File: src/rtl/mux_sel_sequencer_if.sv
// ----------------------------------------------------------------------------
// mux_sel_sequencer_if: slot write, mux drive and consumer handshake bundle. rev 1.0
// ----------------------------------------------------------------------------
`default_nettype none

interface mux_sel_sequencer_if #(
  parameter int DATA_W = 32
);
  logic [3:0]        in_valid;
  logic [3:0]        in_ready;
  logic [DATA_W-1:0] in_data0;
  logic [DATA_W-1:0] in_data1;
  logic [DATA_W-1:0] in_data2;
  logic [DATA_W-1:0] in_data3;
  logic [DATA_W-1:0] a0;
  logic [DATA_W-1:0] a1;
  logic [DATA_W-1:0] a2;
  logic [DATA_W-1:0] a3;
  logic              sel1;
  logic              sel2;
  logic              out_valid;
  logic              out_ready;

  // Environment side: producers and the consumer of the mux output.
  modport master (
    output in_valid, in_data0, in_data1, in_data2, in_data3, out_ready,
    input  in_ready, a0, a1, a2, a3, sel1, sel2, out_valid
  );

  // Sequencer side.
  modport slave (
    input  in_valid, in_data0, in_data1, in_data2, in_data3, out_ready,
    output in_ready, a0, a1, a2, a3, sel1, sel2, out_valid
  );
endinterface

`default_nettype wire

File: src/rtl/mux_sel_sequencer.sv
// ----------------------------------------------------------------------------
// mux_sel_sequencer: 4-slot round-robin feeder for a 4x1 word mux. rev 1.0
// Optional delivered-word counter port under `MUX_SEQ_STATS_EN.
// ----------------------------------------------------------------------------
`default_nettype none

module mux_sel_sequencer #(
  parameter int         DATA_W    = 32,
  parameter logic [1:0] START_PTR = 2'd0
) (
  input  wire logic            clk,
  input  wire logic            rst_n,
  mux_sel_sequencer_if.slave   bus
`ifdef MUX_SEQ_STATS_EN
  ,
  output logic [31:0]          deliv_cnt
`endif
);

  typedef enum logic [0:0] {
    IDLE    = 1'b0,
    PRESENT = 1'b1
  } state_t;

  state_t            state_q, state_d;
  logic [3:0]        full_q, full_d;
  logic [DATA_W-1:0] a_q [4];
  logic [DATA_W-1:0] a_d [4];
  logic [1:0]        sel_q, sel_d;
  logic [1:0]        ptr_q, ptr_d;
  logic              out_valid_q, out_valid_d;

  logic [DATA_W-1:0] wdata [4];
  logic [3:0]        wr_en;
  logic [3:0]        other_full;
  logic              accept;

  // First set bit of mask at or after start, wrapping modulo 4.
  function automatic logic [1:0] rr_pick(input logic [3:0] mask, input logic [1:0] start);
    logic [1:0] idx;
    rr_pick = start;
    for (int k = 3; k >= 0; k--) begin
      idx = start + 2'(k);
      if (mask[idx]) rr_pick = idx;
    end
  endfunction

  assign wdata[0] = bus.in_data0;
  assign wdata[1] = bus.in_data1;
  assign wdata[2] = bus.in_data2;
  assign wdata[3] = bus.in_data3;

  assign wr_en      = bus.in_valid & ~full_q;
  assign accept     = out_valid_q & bus.out_ready;
  assign other_full = full_q & ~(4'b0001 << sel_q);

  always_comb begin
    state_d     = state_q;
    full_d      = full_q;
    sel_d       = sel_q;
    ptr_d       = ptr_q;
    out_valid_d = out_valid_q;
    for (int i = 0; i < 4; i++) begin
      a_d[i] = a_q[i];
      if (wr_en[i]) begin
        a_d[i]    = wdata[i];
        full_d[i] = 1'b1;
      end
    end

    case (state_q)
      IDLE: begin
        if (|full_q) begin
          sel_d       = rr_pick(full_q, ptr_q);
          out_valid_d = 1'b1;
          state_d     = PRESENT;
        end
      end
      PRESENT: begin
        if (accept) begin
          full_d[sel_q] = 1'b0;
          ptr_d         = sel_q + 2'd1;
          // Back-to-back grant only to slots already full; the drained slot
          // cannot refill in the same cycle.
          if (|other_full) begin
            sel_d = rr_pick(other_full, sel_q + 2'd1);
          end else begin
            out_valid_d = 1'b0;
            state_d     = IDLE;
          end
        end
      end
      default: state_d = IDLE;
    endcase
  end

  always_ff @(posedge clk or negedge rst_n) begin
    if (!rst_n) begin
      state_q     <= IDLE;
      full_q      <= '0;
      sel_q       <= 2'd0;
      ptr_q       <= START_PTR;
      out_valid_q <= 1'b0;
      for (int i = 0; i < 4; i++) a_q[i] <= '0;
    end else begin
      state_q     <= state_d;
      full_q      <= full_d;
      sel_q       <= sel_d;
      ptr_q       <= ptr_d;
      out_valid_q <= out_valid_d;
      for (int i = 0; i < 4; i++) a_q[i] <= a_d[i];
    end
  end

  assign bus.in_ready  = ~full_q;
  assign bus.a0        = a_q[0];
  assign bus.a1        = a_q[1];
  assign bus.a2        = a_q[2];
  assign bus.a3        = a_q[3];
  assign bus.sel1      = sel_q[1];
  assign bus.sel2      = sel_q[0];
  assign bus.out_valid = out_valid_q;

`ifdef MUX_SEQ_STATS_EN
  logic [31:0] cnt_q, cnt_d;

  always_comb begin
    cnt_d = cnt_q + 32'(accept);
  end

  always_ff @(posedge clk or negedge rst_n) begin
    if (!rst_n) cnt_q <= '0;
    else        cnt_q <= cnt_d;
  end

  assign deliv_cnt = cnt_q;
`endif

endmodule

`default_nettype wire
File: src/flat_wrapper.sv
// flat-port wrapper written by rule: the top's interface ports become plain ports
module mux_sel_sequencer_flat 
#(
  parameter int         DATA_W    = 32,
  parameter logic [1:0] START_PTR = 2'd0
)
  (clk, rst_n, bus_in_valid, bus_in_data0, bus_in_data1, bus_in_data2, bus_in_data3, bus_out_ready, bus_in_ready, bus_a0, bus_a1, bus_a2, bus_a3, bus_sel1, bus_sel2, bus_out_valid);
  mux_sel_sequencer_if #(.DATA_W(DATA_W)) bus_i ();
  input  wire logic clk;
  input  wire logic rst_n;
  input wire logic [$bits(bus_i.in_valid)-1:0] bus_in_valid;
  input wire logic [$bits(bus_i.in_data0)-1:0] bus_in_data0;
  input wire logic [$bits(bus_i.in_data1)-1:0] bus_in_data1;
  input wire logic [$bits(bus_i.in_data2)-1:0] bus_in_data2;
  input wire logic [$bits(bus_i.in_data3)-1:0] bus_in_data3;
  input wire logic [$bits(bus_i.out_ready)-1:0] bus_out_ready;
  output wire logic [$bits(bus_i.in_ready)-1:0] bus_in_ready;
  output wire logic [$bits(bus_i.a0)-1:0] bus_a0;
  output wire logic [$bits(bus_i.a1)-1:0] bus_a1;
  output wire logic [$bits(bus_i.a2)-1:0] bus_a2;
  output wire logic [$bits(bus_i.a3)-1:0] bus_a3;
  output wire logic [$bits(bus_i.sel1)-1:0] bus_sel1;
  output wire logic [$bits(bus_i.sel2)-1:0] bus_sel2;
  output wire logic [$bits(bus_i.out_valid)-1:0] bus_out_valid;
  assign bus_i.in_valid = bus_in_valid;
  assign bus_i.in_data0 = bus_in_data0;
  assign bus_i.in_data1 = bus_in_data1;
  assign bus_i.in_data2 = bus_in_data2;
  assign bus_i.in_data3 = bus_in_data3;
  assign bus_i.out_ready = bus_out_ready;
  assign bus_in_ready = bus_i.in_ready;
  assign bus_a0 = bus_i.a0;
  assign bus_a1 = bus_i.a1;
  assign bus_a2 = bus_i.a2;
  assign bus_a3 = bus_i.a3;
  assign bus_sel1 = bus_i.sel1;
  assign bus_sel2 = bus_i.sel2;
  assign bus_out_valid = bus_i.out_valid;
  mux_sel_sequencer #(.DATA_W(DATA_W), .START_PTR(START_PTR)) u_core (.clk(clk), .rst_n(rst_n), .bus(bus_i));
endmodule
File: config.mk
export PLATFORM = sky130hd
export DESIGN_NAME = mux_sel_sequencer_flat
export DESIGN_NICKNAME = d
export VERILOG_FILES = /design/src/rtl/mux_sel_sequencer_if.sv /design/src/rtl/mux_sel_sequencer.sv /design/src/flat_wrapper.sv
export SDC_FILE = /design/constraint.sdc
export NUM_CORES = 1
export LEC_CHECK = 0
export ABC_CLOCK_PERIOD_IN_PS = 3800
export BUFFER_PORTS_ARGS = -buffer_cell sky130_fd_sc_hd__buf_2
export CAP_MARGIN = 15
export CORE_UTILIZATION = 40
export CTS_CLUSTER_SIZE = 16
export DETAILED_ROUTE_END_ITERATION = 12
export GPL_TIMING_DRIVEN = 0
export PLACE_DENSITY = 0.81
export RECOVER_POWER = 25
export SLEW_MARGIN = 5
export SYNTH_ARGS = -nofsm -noshare
export SYNTH_HDL_FRONTEND = slang
export SYNTH_SLANG_ARGS = --single-unit
File: constraint.sdc
create_clock -name clk -period 3.8 [get_ports clk]
set_input_delay 0.76 -clock clk [delete_from_list [all_inputs] [get_ports clk]]
set_output_delay 0.76 -clock clk [all_outputs]
set_load 0.01 [all_outputs]
# After elaboration in Yosys (flattened, before gate mapping)
# Index checks and enable logic that the tools add are counted.
[totals] output_inout_bits=135 in_bits=135 wordCells=89 reg_bits=138
[op_classes] bitwise=8 order_cmp=10 eq_ne=4 addsub=7 shift=1 n_reduce_logical=6 n_mux=44
[op_table] op="$lt A2 B3 Y1 const B" count=9
[op_table] op="$mux W2" count=11
[op_table] op="$mux W1" count=19
[op_table] op="$bmux W1 S2" count=8
[op_table] op="$and A4 B4 Y4" count=3
[op_table] op="$not A4 Y4" count=3
[op_table] op="$add A2 B2 Y2 const B" count=4
[op_table] op="$mux W4" count=2
[op_table] op="$reduce_or A4 Y1" count=2
[op_table] op="$add A2 B1 Y2 const B" count=3
[op_table] op="$ne A2 B2 Y1 const B" count=3
[op_table] op="$reduce_and A3 Y1" count=2
[op_table] op="$pmux W1 S2" count=2
[op_table] op="$pmux W2 S2" count=1
[op_table] op="$shl A1 B2 Y4 const A" count=1
[op_table] op="$demux W1 S2" count=1
[op_table] op="$ge A2 B1 Y1 const B" count=1
[op_table] op="$ne A2 B1 Y1 const B" count=1
[op_table] op="$reduce_and A2 Y1" count=1
[op_table] op="$and A1 B1 Y1" count=1
[op_table] op="$logic_and A1 B1 Y1" count=1
[op_table] op="$not A1 Y1" count=1

# Longest topological paths before layout
[logic_depth] ltp_word=12 mapped_depth=8 depth_no_buf=7

# Worst setup path before layout
# Ideal clock, no wire load.
[synth_timing] path_kind="flip-flop to flip-flop" start="register u_core.sel_q[0]" end="register u_core.sel_q[0]" path_stages_with_launch=9 t_arrival_ns=2.051 path_slack_ns=1.669 path_buffers=1 required_ns=3.720 period_less_slack_ns=2.131 setup_time_ns=0.080 cell_sequence="dfrtp_1 buf_2 inv_1 ha_1 nand2b_2 and2_4 and3_4 or4_4 o211ai_2"
[synth_between] elab_chain_len=12 word_cells_on_any_way=25 classes_between="add/sub (4); eq/ne (1); shift (1); mux (15); bitwise (2); reduce/logical (2)"
[synth_lines] element="from (decl)" line="mux_sel_sequencer.sv:29" text="logic [1:0] sel_q, sel_d;"
[synth_lines] element="from (signal assigned)" line="mux_sel_sequencer.sv:108" text="sel_q <= sel_d;"
[synth_lines] element="branches (longest 12 deep; another with $add A2 B1 Y2)"
# Parallel ways; which one is timed is not known. The select of a mux whose other input is x is not followed.
# A chain may end at the register's enable or synchronous reset.

==> impl_results.html <==
<table>
<tr><th>Metric</th><th>Value</th></tr>
<tr><th colspan="2">Status</th></tr>
<tr><td>Status</td><td>finished, violations left</td></tr>
<tr><td>Failing checks</td><td>capacitance limit, slew limit</td></tr>
<tr><th colspan="2">GRT</th></tr>
<tr><td>Vias in the first global route</td><td>4277</td></tr>
<tr><td>Largest net degree at the start of global routing</td><td>80</td></tr>
<tr><td>Remaining Overflow, GRT</td><td>0</td></tr>
<tr><td>Wire length of the first global-routing pass</td><td>20100 microns</td></tr>
<tr><td>Antenna violations before repair</td><td>0</td></tr>
<tr><td>GRT Overall Usage</td><td>18.3%</td></tr>
<tr><th colspan="2">Synthesis</th></tr>
<tr><td>Cell variety after synth</td><td>36</td></tr>
<tr><td>#FFs+latches synth</td><td>138</td></tr>
<tr><td>Sequential element share of the synthesized area</td><td>63.1%</td></tr>
<tr><td>Post-Syn Instances</td><td>363</td></tr>
<tr><td>Combined area of all synthesized cells</td><td>5480 sq um</td></tr>
<tr><td>Top-area cell type share of the netlist area</td><td>63.1%</td></tr>
<tr><td>Share of synthesized registers carrying an async set or reset</td><td>100%</td></tr>
<tr><td>Dominant synthesized flop cell</td><td>sky130_fd_sc_hd__dfrtp_1</td></tr>
<tr><td>Library cell occupying the most area in the post-synthesis netlist</td><td>sky130_fd_sc_hd__dfrtp_1</td></tr>
<tr><td>EDFF count, synth</td><td>0</td></tr>
<tr><td>Yosys warnings</td><td>0</td></tr>
<tr><td>Syn_area_per_cell</td><td>15.1 sq um</td></tr>
<tr><td>Synthesized Nets</td><td>502</td></tr>
<tr><td>Cell types with the largest area share after synthesis</td><td>sky130_fd_sc_hd__dfrtp_1 (63%), sky130_fd_sc_hd__mux2_2 (25%), sky130_fd_sc_hd__mux2_1 (1.4%)</td></tr>
<tr><th colspan="2">Setup path</th></tr>
<tr><td>Worst path depth</td><td>2</td></tr>
<tr><td>Crit Reg-Reg Endpoint</td><td>u_core.sel_q[0]</td></tr>
<tr><td>Launch point of the worst reg-to-reg path</td><td>u_core.sel_q[0]</td></tr>
<tr><td>CP peak stage delay</td><td>1.43 ns</td></tr>
<tr><td>Sort of element at the end of the critical path</td><td>async pin</td></tr>
<tr><td>Cell with the largest stage delay on the worst path</td><td>sky130_fd_sc_hd__clkbuf_2</td></tr>
<tr><td>Cell type group with the largest total delay on the critical path</td><td>buffers and inverters</td></tr>
<tr><td>CP cell instances</td><td>buf_6 -&gt; clkbuf_2</td></tr>
<tr><td>Sum of buffers and inverters on the critical path</td><td>2</td></tr>
<tr><td>Required time at the worst-slack endpoint</td><td>3.94 ns</td></tr>
<tr><td>Reg2reg setup slack</td><td>1.45 ns</td></tr>
<tr><td>Crit path arrival time</td><td>2.68 ns</td></tr>
<tr><td>CP Launch Type</td><td>input port</td></tr>
<tr><td>Length in cells of the worst reg-to-reg path</td><td>8</td></tr>
<tr><td>Highest fanout seen on the critical path</td><td>79</td></tr>
<tr><td>Worst setup path end</td><td>u_core.bus.a2[31]</td></tr>
<tr><td>Critical Path Start</td><td>rst_n</td></tr>
<tr><td>Crit path kind</td><td>input port to async pin</td></tr>
<tr><th colspan="2">Routing</th></tr>
<tr><td>Total routed wirelength</td><td>12500 microns</td></tr>
<tr><td>1st-iter DRT viols</td><td>101</td></tr>
<tr><td>DR vias/cell</td><td>4.76</td></tr>
<tr><td>Count of antenna-violating nets left after detailed routing</td><td>0</td></tr>
<tr><td>Detailed-router iteration count before antenna repair</td><td>7</td></tr>
<tr><td>Post-detailed-route wirelength per cell</td><td>14.9 microns</td></tr>
<tr><td>Number of vias after detailed routing</td><td>3998</td></tr>
<tr><td>Post-route DRC</td><td>0</td></tr>
<tr><th colspan="2">Floorplan</th></tr>
<tr><td>Number of ports placed on the die boundary</td><td>270</td></tr>
<tr><td>Initial cell density of the core</td><td>41.2%</td></tr>
<tr><td>Area of the core</td><td>13300 sq um</td></tr>
<tr><td>Die Outline Area</td><td>14200 sq um</td></tr>
<tr><td>Die Span Y</td><td>119 microns</td></tr>
<tr><td>Standard-cell rows</td><td>42</td></tr>
<tr><td>Die Span X</td><td>119 microns</td></tr>
<tr><th colspan="2">Clock tree</th></tr>
<tr><td>Insertion delay of the later-clocked pin in the worst-skew pair</td><td>0.40 ns</td></tr>
<tr><td>CTS tree</td><td>done</td></tr>
<tr><td>Maximum level of the CTS H-tree</td><td>4</td></tr>
<tr><td>Clock transition at the register clock pins on the worst setup and hold paths after CTS</td><td>0.05 ns</td></tr>
<tr><td>Buffer count from post-CTS setup fixing</td><td>0</td></tr>
<tr><td>Clock tree root driver cell</td><td>sky130_fd_sc_hd__clkbuf_16</td></tr>
<tr><td>TritonCTS Sinks</td><td>138</td></tr>
<tr><td>Number of buffers added to fix hold violations after cts</td><td>0</td></tr>
<tr><td>Post-cts repair resize count</td><td>0</td></tr>
<tr><td>Maximum number of buffers from clock root to sink</td><td>2</td></tr>
<tr><td>CTS buffer count</td><td>17</td></tr>
<tr><th colspan="2">Timing</th></tr>
<tr><td>Final Hold Fails</td><td>0</td></tr>
<tr><td>Final-layout setup total negative slack</td><td>0 ns</td></tr>
<tr><td>Count of final setup violators</td><td>0</td></tr>
<tr><td>Tcrit/Tclk final</td><td>67.0%</td></tr>
<tr><td>Number of pins exceeding their max-slew limit in the final report</td><td>80</td></tr>
<tr><td>Final period demand of the worst path</td><td>2.54 ns</td></tr>
<tr><td>Max Clock Freq</td><td>0.393 GHz</td></tr>
<tr><td>Post-Route Skew</td><td>0.00324 ns</td></tr>
<tr><td>Actual transition at the worst max-transition pin</td><td>1.90 ns</td></tr>
<tr><td>Unrepaired setup endpoints after global routing</td><td>no</td></tr>
<tr><td>Max_slew headroom</td><td>-26.8%</td></tr>
<tr><th colspan="2">Power</th></tr>
<tr><td>Power per unit of standard cell area</td><td>910 nW/um^2</td></tr>
<tr><td>Static Leakage</td><td>3.80 nW</td></tr>
<tr><td>Maximum VDD drop</td><td>0.430 mV</td></tr>
<tr><th colspan="2">Cells and area</th></tr>
<tr><td>Final instance area</td><td>7650 sq um</td></tr>
<tr><td>Final layout net count</td><td>791</td></tr>
<tr><td>Antenna cell count</td><td>0</td></tr>
<tr><td>Layout area overhead</td><td>39.7%</td></tr>
<tr><td>Share of cells above drive strength 1</td><td>66.4%</td></tr>
<tr><th colspan="2">Placed design</th></tr>
<tr><td>Number of buffers inserted by port buffering</td><td>269</td></tr>
<tr><td>Global placer's final weighted congestion</td><td>0.807</td></tr>
<tr><td>Hpwl dp</td><td>9640 microns</td></tr>
<tr><td>Post-Place Cell Area</td><td>7080 sq um</td></tr>
<tr><th colspan="2">Min path</th></tr>
<tr><td>Worst Hold Class</td><td>input port to async pin</td></tr>
<tr><th colspan="2">Run</th></tr>
<tr><td>Number of max-cap violations</td><td>1</td></tr>
</table>
-- layout make-up --
cell class / instances / area (sq um)
fillers: 1045 / 5640
flip-flops and latches: 138 / 3450
multi-input cells: 196 / 1900
repair buffers: 270 / 1360
clock buffers: 24 / 482
well taps: 176 / 220
clock inverters: 7 / 115
plain buffers: 21 / 97.6
inverters: 8 / 30.0
-- where the power goes --
group	internal (mW)	switching, mW	total (mW)	leakage [nW]
combinational	1.40	1.29	2.69	1.88
clock	1.08	0.572	1.65	0.286
sequential	2.22	0.402	2.62	1.63
total	4.70	2.26	6.96	3.80
-- state kept, by name, summed over array words and instances (netlist names) --
name                  flops
u_core.bus.a2            32
u_core.bus.a3            32
u_core.sel_q              2
u_core.ptr_q              2
u_core.bus.a0            32
u_core.bus.out_valid      1
u_core.bus.a1            32
u_core.full_q             4
u_core.state_q            1
-- kinds of logic (layout without fill, tap and decap cells) --
| group | count (synthesis) | in the layout | share of synthesized area (%) |
|---|---|---|---|
| simple gates | 37 | 37 | 3.88 |
| buf+inv | 29 | 330 | 2.33 |
| flops | 138 | 138 | 63.1 |
| fa+ha+maj | 4 | 4 | 0.914 |
| compound gates | 25 | 25 | 3.11 |
| mux | 130 | 130 | 26.7 |
-- cell usage after synthesis (all sizes together) (3+ instances only) --
library cell  count
mux2            129
nand2b            4
dfrtp           138
clkbuf            6
nor2              9
nor2b             6
ha                4
buf              15
a21oi             6
o21ai             6
inv               8
nand2             4
nand4             3
-- per-stage QoR --
step	power [mW]	utilization (%)	std cells	hold slack [ns]	setup slack, ns
4_1_cts	7.04	57.7	840	0.332	1.52
5_1_grt	7.38	57.5	840	0.343	0.727
3_3_place_gp	5.21	53.0	808	0.464	0.275
6_report	6.96	57.5	840	0.314	1.26
3_5_place_dp	5.36	53.2	809	0.475	1.54
2_1_floorplan	4.20	-	363	0.464	1.67
-- how the worst min path moves through the flow --
| stage | cells past startpoint | start | slack, ns | to |
|---|---|---|---|---|
| 2_1_floorplan | 0 | rst_n | 0.46 | u_core.bus.a0[0] |
| 3_3_place_gp | 1 | u_core.bus.a3[6] | 0.46 | u_core.bus.a3[6] |
| 3_5_place_dp | 1 | u_core.bus.a3[6] | 0.47 | u_core.bus.a3[6] |
| 4_1_cts | 1 | rst_n | 0.33 | u_core.bus.a0[11] |
| 5_1_grt | 1 | rst_n | 0.34 | u_core.bus.a0[11] |
| 6_report | 1 | rst_n | 0.31 | u_core.bus.a0[11] |
-- per-layer routing --
metal / vias up / wire (microns) / global-route usage, %
met2: 172 / 6460 / 31.8
met5: - / 0 / 0
met4: 0 / 223 / 8.07
li1: 1867 / - / -
met3: 18 / 894 / 6.13
met1: 1941 / 4910 / 20.1
-- layout by cell type, fill, tap and decap left out, types with 2 or more instances in the layout --
cell,n
sky130_fd_sc_hd__o41ai_1,2
sky130_fd_sc_hd__nor2b_1,6
sky130_fd_sc_hd__clkbuf_16,17
sky130_fd_sc_hd__nor3_1,2
sky130_fd_sc_hd__bufinv_16,3
sky130_fd_sc_hd__clkinv_2,2
sky130_fd_sc_hd__dfrtp_1,138
sky130_fd_sc_hd__nand2_1,4
sky130_fd_sc_hd__nor2_1,9
sky130_fd_sc_hd__clkbuf_8,3
sky130_fd_sc_hd__nand4_1,3
sky130_fd_sc_hd__a21oi_1,6
sky130_fd_sc_hd__inv_1,8
sky130_fd_sc_hd__clkbuf_1,10
sky130_fd_sc_hd__mux2_2,122
sky130_fd_sc_hd__clkinvlp_4,2
sky130_fd_sc_hd__buf_2,283
sky130_fd_sc_hd__o21ai_0,6
sky130_fd_sc_hd__nand3_1,2
sky130_fd_sc_hd__ha_1,4
sky130_fd_sc_hd__o22ai_1,2
sky130_fd_sc_hd__mux2_1,7
sky130_fd_sc_hd__nand2b_1,3
Power figures use the tool's default switching activity.
